==> config.mk <==
export PLATFORM = sky130hd
export DESIGN_NAME = lcd_capture_flat
export DESIGN_NICKNAME = d
export VERILOG_FILES = /design/src/rtl/lcd_capture_if.sv /design/src/rtl/lcd_capture.sv /design/src/flat_wrapper.sv
export SDC_FILE = /design/constraint.sdc
export NUM_CORES = 1
export LEC_CHECK = 0
export BUFFER_PORTS_ARGS = -buffer_cell sky130_fd_sc_hd__buf_2
export CAP_MARGIN = 20
export CORE_UTILIZATION = 45
export CTS_CLUSTER_DIAMETER = 80
export DETAILED_ROUTE_END_ITERATION = 10
export PLACE_DENSITY = 0.67
export SLEW_MARGIN = 5
export SYNTH_ARGS = -nofsm -noshare
export SYNTH_HDL_FRONTEND = slang
export SYNTH_SLANG_ARGS = --single-unit
==> constraint.sdc <==
create_clock -name clk -period 2.35 [get_ports clk]
set_clock_uncertainty 0.15 [all_clocks]
set_input_delay 0.47 -clock clk [delete_from_list [all_inputs] [get_ports clk]]
set_output_delay 0.47 -clock clk [all_outputs]
set_load 0.005 [all_outputs]
==> src/rtl/lcd_capture_if.sv <==
// Panel bus and framebuffer write/status bundle for lcd_capture.
//   data/flm/lp/dclk/m : raw panel stream (asynchronous to the capture clock)
//   wr_en/wr_addr/wr_data : framebuffer write port, one byte per strobe
//   synced/frame_done/line_err/m_err : lock and protocol status
// master drives the panel stream, slave is the capture block.
interface lcd_capture_if #(
  parameter int unsigned ADDR_W = 16
);
  logic [3:0]        data;
  logic              flm;
  logic              lp;
  logic              dclk;
  logic              m;
  logic              wr_en;
  logic [ADDR_W-1:0] wr_addr;
  logic [7:0]        wr_data;
  logic              synced;
  logic              frame_done;
  logic              line_err;
  logic              m_err;

  modport master (
    output data, flm, lp, dclk, m,
    input  wr_en, wr_addr, wr_data, synced, frame_done, line_err, m_err
  );

  modport slave (
    input  data, flm, lp, dclk, m,
    output wr_en, wr_addr, wr_data, synced, frame_done, line_err, m_err
  );
endinterface

==> src/rtl/lcd_capture.sv <==
// Captures a raw 4-bit monochrome LCD panel stream and rebuilds the frame
// as byte writes in framebuffer layout (row * RES_X/8 + byte).
//   clk  : capture clock, at least 3x the panel nibble clock
//   rst  : synchronous active-high reset
//   bus  : lcd_capture_if.slave (panel inputs, write port, status pulses)
module lcd_capture #(
  parameter int unsigned RES_X  = 320,
  parameter int unsigned RES_Y  = 240,
  parameter int unsigned ADDR_W = 16
) (
  input  logic          clk,
  input  logic          rst,
  lcd_capture_if.slave  bus
);
  localparam int unsigned NIBS  = RES_X / 4;
  localparam int unsigned BYTES = RES_X / 8;
  localparam int unsigned NIB_W = $clog2(NIBS + 1);
  localparam int unsigned ROW_W = (RES_Y > 1) ? $clog2(RES_Y) : 1;

  typedef enum logic [1:0] {
    ST_HUNT = 2'd0,
    ST_LINE = 2'd1,
    ST_WAIT = 2'd2
  } state_t;

  // Synchronizer stages, packed as {m, dclk, lp, flm, data}
  logic [7:0] s1;
  logic [7:0] s2;
  logic       lp_h;
  logic       dclk_h;

  state_t            state, state_n;
  logic [ROW_W-1:0]  row, row_n;
  logic [NIB_W-1:0]  nib, nib_n;
  logic [3:0]        lo, lo_n;
  logic              ovf, ovf_n;
  logic              last_m, last_m_n;
  logic              synced_q, synced_n;
  logic              wr_en_q, wr_en_n;
  logic [ADDR_W-1:0] wr_addr_q, wr_addr_n;
  logic [7:0]        wr_data_q, wr_data_n;
  logic              frame_done_q, frame_done_n;
  logic              line_err_q, line_err_n;
  logic              m_err_q, m_err_n;

  logic [3:0]  d_s;
  logic [3:0]  d_swap;
  logic        flm_s, lp_s, dclk_s, m_s;
  logic        lp_fall, lp_rise, dclk_fall;
  logic [31:0] addr_full;

  assign d_s    = s2[3:0];
  assign flm_s  = s2[4];
  assign lp_s   = s2[5];
  assign dclk_s = s2[6];
  assign m_s    = s2[7];

  // Panel bit order: first pixel of a nibble sits on d[3]
  assign d_swap = {d_s[0], d_s[1], d_s[2], d_s[3]};

  assign lp_fall   = lp_h & ~lp_s;
  assign lp_rise   = ~lp_h & lp_s;
  assign dclk_fall = dclk_h & ~dclk_s;

  assign addr_full = 32'(row) * 32'(BYTES) + 32'(nib >> 1);

  // Input synchronizer and edge history
  always_ff @(posedge clk) begin
    if (rst) begin
      s1     <= '0;
      s2     <= '0;
      lp_h   <= 1'b0;
      dclk_h <= 1'b0;
    end else begin
      s1     <= {bus.m, bus.dclk, bus.lp, bus.flm, bus.data};
      s2     <= s1;
      lp_h   <= lp_s;
      dclk_h <= dclk_s;
    end
  end

  // State and output registers
  always_ff @(posedge clk) begin
    if (rst) begin
      state        <= ST_HUNT;
      row          <= '0;
      nib          <= '0;
      lo           <= '0;
      ovf          <= 1'b0;
      last_m       <= 1'b0;
      synced_q     <= 1'b0;
      wr_en_q      <= 1'b0;
      wr_addr_q    <= '0;
      wr_data_q    <= '0;
      frame_done_q <= 1'b0;
      line_err_q   <= 1'b0;
      m_err_q      <= 1'b0;
    end else begin
      state        <= state_n;
      row          <= row_n;
      nib          <= nib_n;
      lo           <= lo_n;
      ovf          <= ovf_n;
      last_m       <= last_m_n;
      synced_q     <= synced_n;
      wr_en_q      <= wr_en_n;
      wr_addr_q    <= wr_addr_n;
      wr_data_q    <= wr_data_n;
      frame_done_q <= frame_done_n;
      line_err_q   <= line_err_n;
      m_err_q      <= m_err_n;
    end
  end

  // Next-state and output logic; lp events take priority over dclk_fall
  always_comb begin
    state_n      = state;
    row_n        = row;
    nib_n        = nib;
    lo_n         = lo;
    ovf_n        = ovf;
    last_m_n     = last_m;
    synced_n     = synced_q;
    wr_en_n      = 1'b0;
    wr_addr_n    = wr_addr_q;
    wr_data_n    = wr_data_q;
    frame_done_n = 1'b0;
    line_err_n   = 1'b0;
    m_err_n      = 1'b0;

    case (state)
      ST_HUNT: begin
        if (lp_fall && flm_s) begin
          row_n    = '0;
          nib_n    = '0;
          ovf_n    = 1'b0;
          last_m_n = m_s;
          synced_n = 1'b1;
          state_n  = ST_LINE;
        end
      end
      ST_LINE: begin
        if (lp_fall || lp_rise) begin
          // Line-end check; an lp_fall here also runs the line-start rules below
          if (nib != NIB_W'(NIBS) || ovf) line_err_n = 1'b1;
          state_n = ST_WAIT;
        end else if (dclk_fall) begin
          if (nib < NIB_W'(NIBS)) begin
            nib_n = nib + NIB_W'(1);
            if (!nib[0]) begin
              lo_n = d_swap;
            end else begin
              wr_en_n   = 1'b1;
              wr_addr_n = ADDR_W'(addr_full);
              wr_data_n = {d_swap, lo};
              if (row == ROW_W'(RES_Y - 1) && (nib >> 1) == NIB_W'(BYTES - 1))
                frame_done_n = 1'b1;
            end
          end else begin
            ovf_n = 1'b1;
          end
        end
      end
      ST_WAIT: begin
      end
      default: state_n = ST_HUNT;
    endcase

    // Line start while locked (from WAIT, or LINE with a missing lp_rise)
    if (lp_fall && state != ST_HUNT) begin
      nib_n = '0;
      ovf_n = 1'b0;
      if (flm_s) begin
        row_n = '0;
        if (m_s == last_m) m_err_n = 1'b1;
        last_m_n = m_s;
        state_n  = ST_LINE;
      end else if (row < ROW_W'(RES_Y - 1)) begin
        row_n   = row + ROW_W'(1);
        state_n = ST_LINE;
      end else begin
        line_err_n = 1'b1;
        synced_n   = 1'b0;
        state_n    = ST_HUNT;
      end
    end
  end

  assign bus.wr_en      = wr_en_q;
  assign bus.wr_addr    = wr_addr_q;
  assign bus.wr_data    = wr_data_q;
  assign bus.synced     = synced_q;
  assign bus.frame_done = frame_done_q;
  assign bus.line_err   = line_err_q;
  assign bus.m_err      = m_err_q;
endmodule
==> src/flat_wrapper.sv <==
// flat-port wrapper written by rule: the top's interface ports become plain ports
module lcd_capture_flat 
#(
  parameter int unsigned RES_X  = 320,
  parameter int unsigned RES_Y  = 240,
  parameter int unsigned ADDR_W = 16
)
  (clk, rst, bus_data, bus_flm, bus_lp, bus_dclk, bus_m, bus_wr_en, bus_wr_addr, bus_wr_data, bus_synced, bus_frame_done, bus_line_err, bus_m_err);
  lcd_capture_if #(.ADDR_W(ADDR_W)) bus_i ();
  input  logic clk;
  input  logic rst;
  input wire logic [$bits(bus_i.data)-1:0] bus_data;
  input wire logic [$bits(bus_i.flm)-1:0] bus_flm;
  input wire logic [$bits(bus_i.lp)-1:0] bus_lp;
  input wire logic [$bits(bus_i.dclk)-1:0] bus_dclk;
  input wire logic [$bits(bus_i.m)-1:0] bus_m;
  output wire logic [$bits(bus_i.wr_en)-1:0] bus_wr_en;
  output wire logic [$bits(bus_i.wr_addr)-1:0] bus_wr_addr;
  output wire logic [$bits(bus_i.wr_data)-1:0] bus_wr_data;
  output wire logic [$bits(bus_i.synced)-1:0] bus_synced;
  output wire logic [$bits(bus_i.frame_done)-1:0] bus_frame_done;
  output wire logic [$bits(bus_i.line_err)-1:0] bus_line_err;
  output wire logic [$bits(bus_i.m_err)-1:0] bus_m_err;
  assign bus_i.data = bus_data;
  assign bus_i.flm = bus_flm;
  assign bus_i.lp = bus_lp;
  assign bus_i.dclk = bus_dclk;
  assign bus_i.m = bus_m;
  assign bus_wr_en = bus_i.wr_en;
  assign bus_wr_addr = bus_i.wr_addr;
  assign bus_wr_data = bus_i.wr_data;
  assign bus_synced = bus_i.synced;
  assign bus_frame_done = bus_i.frame_done;
  assign bus_line_err = bus_i.line_err;
  assign bus_m_err = bus_i.m_err;
  lcd_capture #(.RES_X(RES_X), .RES_Y(RES_Y), .ADDR_W(ADDR_W)) u_core (.clk(clk), .rst(rst), .bus(bus_i));
endmodule
==> impl_metrics.tcl <==
set metrics [dict create \
    global_route.usage.total_pct 17.1 \
    cts.repair_timing.setup_buffer_count 0 \
    drt-wirelength-per-cell_um 12.0 \
    post-synth-top-area-fraction_pct 42.9 \
    placement_rows 30 \
    post-dp-hpwl_um 4280 \
    global_route_wire_length_before_repair_um 9900 \
    vdd.ir_drop.worst_v 0.000377 \
    drt.antenna.violating_nets 0 \
    worstSetupEndpointType "flop" \
    timing_max_transition_violations_final 0 \
    area_growth_syn_to_layout_pct 23.2 \
    dieHeight_um 86.6 \
    clock_tree.root_cell "sky130_fd_sc_hd__clkbuf_8" \
    insertedDiodeCount 0 \
    power-per-cell-area_nw_per_um2 552 \
    ys_seq_area_share_pct 42.9 \
    via_count_of_the_first_global_routing_pass 2281 \
    finalWorstSetupSlack_ps -24.7 \
    route.detailed.drc 0 \
    hold_path_class "input port to flop" \
    synthDistinctLibCells 48 \
    critical_path_peak_fanout 4 \
    final_critical_path_time_including_i_o_delays_and_setup_ps 2370 \
    worst_setup_hold_path_clk_slew_ps 70 \
    syn_nets 379 \
    cp_data_required_time_ps 2470 \
    holdBufCountCts 0 \
    postSynthRegisterBits 69 \
    clkSinkCount 69 \
    place_ws_ps -109 \
    total_leakage_power_nw 1.59 \
    htreeDepth 3 \
    drt_iter0_markers 96 \
    totalPowerFinal_mw 2.19 \
    yosys_warnings 0 \
    tritoncts "built" \
    post-synth-top-area-cell "sky130_fd_sc_hd__dfxtp_1" \
    run_status "finished, violations left" \
    routed-via-count 2515 \
    hold_violations 0 \
    max-slew-margin-rel_pct 63.4 \
    routed_wirelength_um 6080 \
    synthesis.instances 348 \
    leading_cell_types_in_the_layout_fill_and_taps_excluded "sky130_fd_sc_hd__dfxtp_1 (65), sky130_fd_sc_hd__nand2_1 (38), sky130_fd_sc_hd__buf_2 (37), sky130_fd_sc_hd__nor2_1 (33), sky130_fd_sc_hd__a21oi_1 (28)" \
    share_of_layout_cells_above_drive_strength_1_pct 27.9 \
    crit_share_post_route_pct 101 \
    yosys.area_share.adder_pct 8.63 \
    fmax_mhz 421 \
    failed_checks "setup timing" \
    worstMarginPinSlew_ps 548 \
    syn_area_um2 3220 \
    initial_utilization_pct 46.8 \
    die-width_um 86.6 \
    cts_made_buffers 9 \
    cts.path.max_buffers 2 \
    leading_cell_type_in_the_layout_fill_and_taps_excluded "sky130_fd_sc_hd__dfxtp_1" \
    route.detailed.vias_per_inst 4.98 \
    core_um2 6870 \
    final_nets 435 \
    setup-violations-final 2 \
    rsz0062_at_grt "yes" \
    post_synth_and_or_nand_nor_area_fraction_pct 21.5 \
    yosys.area_share.xor_xnor_pct 5.17 \
    grt.overflow.total 0 \
    compound_cell_area_share_of_the_yosys_netlist_pct 15.0 \
    top_level_ports 39 \
    syn_area_per_cell_um2 9.25 \
    die_area_um2 7490 \
    crit_type "flop to flop" \
    timing.critical_path.arrival_ps 2500 \
    cp-start-kind "flop" \
    port_buffers 37 \
    number_of_antenna_violations_at_the_first_check_in_global_routing 0 \
    maximum_number_of_pins_on_one_net_before_global_route_repair 32 \
    holdPathStages 2 \
    dominant_combinational_cell_family_by_area_after_synthesis "simple AND/OR/NAND/NOR gates" \
    gp_congestion 0.820 \
    clock_insertion_delay_at_the_later_pin_of_the_skew_report_ps 350 \
    timing.max_cap.violations 0 \
    r2r_cells 10 \
    synth_area_leaders "sky130_fd_sc_hd__dfxtp_1 (43%), sky130_fd_sc_hd__ha_1 (7.4%), sky130_fd_sc_hd__a21oi_1 (4.7%), sky130_fd_sc_hd__nand2_1 (4.4%), sky130_fd_sc_hd__nor2_1 (3.8%)" \
    detailedRoute.firstPassIterationCount 6 \
    synthMuxAreaShare_pct 1.87 \
]
-- critical path, cell delays in order, from the launching register on --
cell                       delay (ps)
sky130_fd_sc_hd__dfxtp_2          340
sky130_fd_sc_hd__ha_4             270
sky130_fd_sc_hd__ha_4             120
sky130_fd_sc_hd__inv_2             30
sky130_fd_sc_hd__fa_2             360
sky130_fd_sc_hd__nand2b_4         170
sky130_fd_sc_hd__a21oi_4          140
sky130_fd_sc_hd__xor2_2           230
sky130_fd_sc_hd__nand4b_1         160
sky130_fd_sc_hd__xnor2_1          170
sky130_fd_sc_hd__a211oi_2         170
-- kinds of logic (layout without fill, tap and decap cells) --
group,Yosys count,count (layout)
simple gates,134,134
flops,69,69
compound gates,67,67
buf+inv,31,92
fa+ha+maj,21,21
xor+xnor,19,19
mux,6,6
other cells,1,1
-- registers in the layout, summed over array words and instances, names as in the netlist, 2 cells and up, named ones only --
name	count
u_core.bus.wr_addr	15
u_core.bus.wr_data	8
u_core.lo	4
u_core.nib	7
u_core.row	8
u_core.s1	8
u_core.s2	8
u_core.state	2
-- cell type report --
class	count	area [um^2]
Clock buffer	12	145
Inverter	13	48.8
Clock inverter	4	47.5
Multi-Input combinational cell	248	1820
Fill cell	618	2900
Timing Repair Buffer	63	393
Tap cell	96	120
Sequential cell	69	1390
-- stage by stage --
| step | utilization [%] | instances | hold slack [ps] | instance area [um^2] | setup TNS, ps |
|---|---|---|---|---|---|
| after floorplan | - | 348 | 264 | 3260 | -24.9 |
| after global placement | 53.4 | 489 | 269 | 3670 | -23.6 |
| after detailed placement | 53.4 | 489 | 278 | 3670 | -223 |
| after CTS | 57.2 | 505 | 162 | 3930 | -26.5 |
| after global routing | 57.7 | 505 | 161 | 3970 | -511 |
| final | 57.7 | 505 | 174 | 3970 | -45.7 |
-- worst paths after layout --
path	start	end	slack, ps
setup / recovery	u_core.row[3]$_SDFF_PP0_	u_core.bus.wr_addr[12]$_SDFFE_PP0P_	-20
hold / removal	bus_m	u_core.s1[7]$_SDFF_PP0_	170
setup reg to reg	u_core.row[3]$_SDFF_PP0_	u_core.bus.wr_addr[12]$_SDFFE_PP0P_	-20
hold reg to reg	u_core.s1[4]$_SDFF_PP0_	u_core.s2[4]$_SDFF_PP0_	280
-- routing by layer --
metal	track usage, %	vias up	share of wire, %
met1	20.7	1150	48
met4	6.97	0	1.4
met2	28.1	44	47
met3	5.52	8	3.6
li1	-	1313	-
met5	0	-	0
-- synthesized netlist by cell type, drive strengths merged --
library cell,n
nor3b,2
or4,1
inv,13
nor2b,19
a211oi,9
a311oi,5
nand4b,2
conb,1
a41oi,2
xor2,10
nor3,6
and3,4
o21ai,7
nand4,6
or2,1
nor4,3
o21a,3
nand2b,7
nand3,6
ha,19
a21oi,30
mux2i,6
buf,9
o21bai,1
o32ai,1
a21o,3
a21boi,1
and2,2
xnor2,9
nor4b,3
clkbuf,9
fa,2
nand2,39
a22oi,3
a32oi,1
nor2,33
a2bb2oi,1
dfxtp,69
-- timing repair --
item                                    in CTS  in global routing
hold endpoints to repair                     0                  0
pin swaps                                    8                  4
endpoints found under the setup margin       5                  7
gates resized for setup                     13                  8
-- where the power goes --
group          total (mW)  leakage (nW)  switching, mW  internal, mW
Clock               0.948        0.0964          0.432         0.516
Sequential           1.19         0.561        0.00547          1.18
Combinational      0.0513         0.928         0.0311        0.0202
Total                2.19          1.59          0.469          1.72
Power figures use the tool's default switching activity.
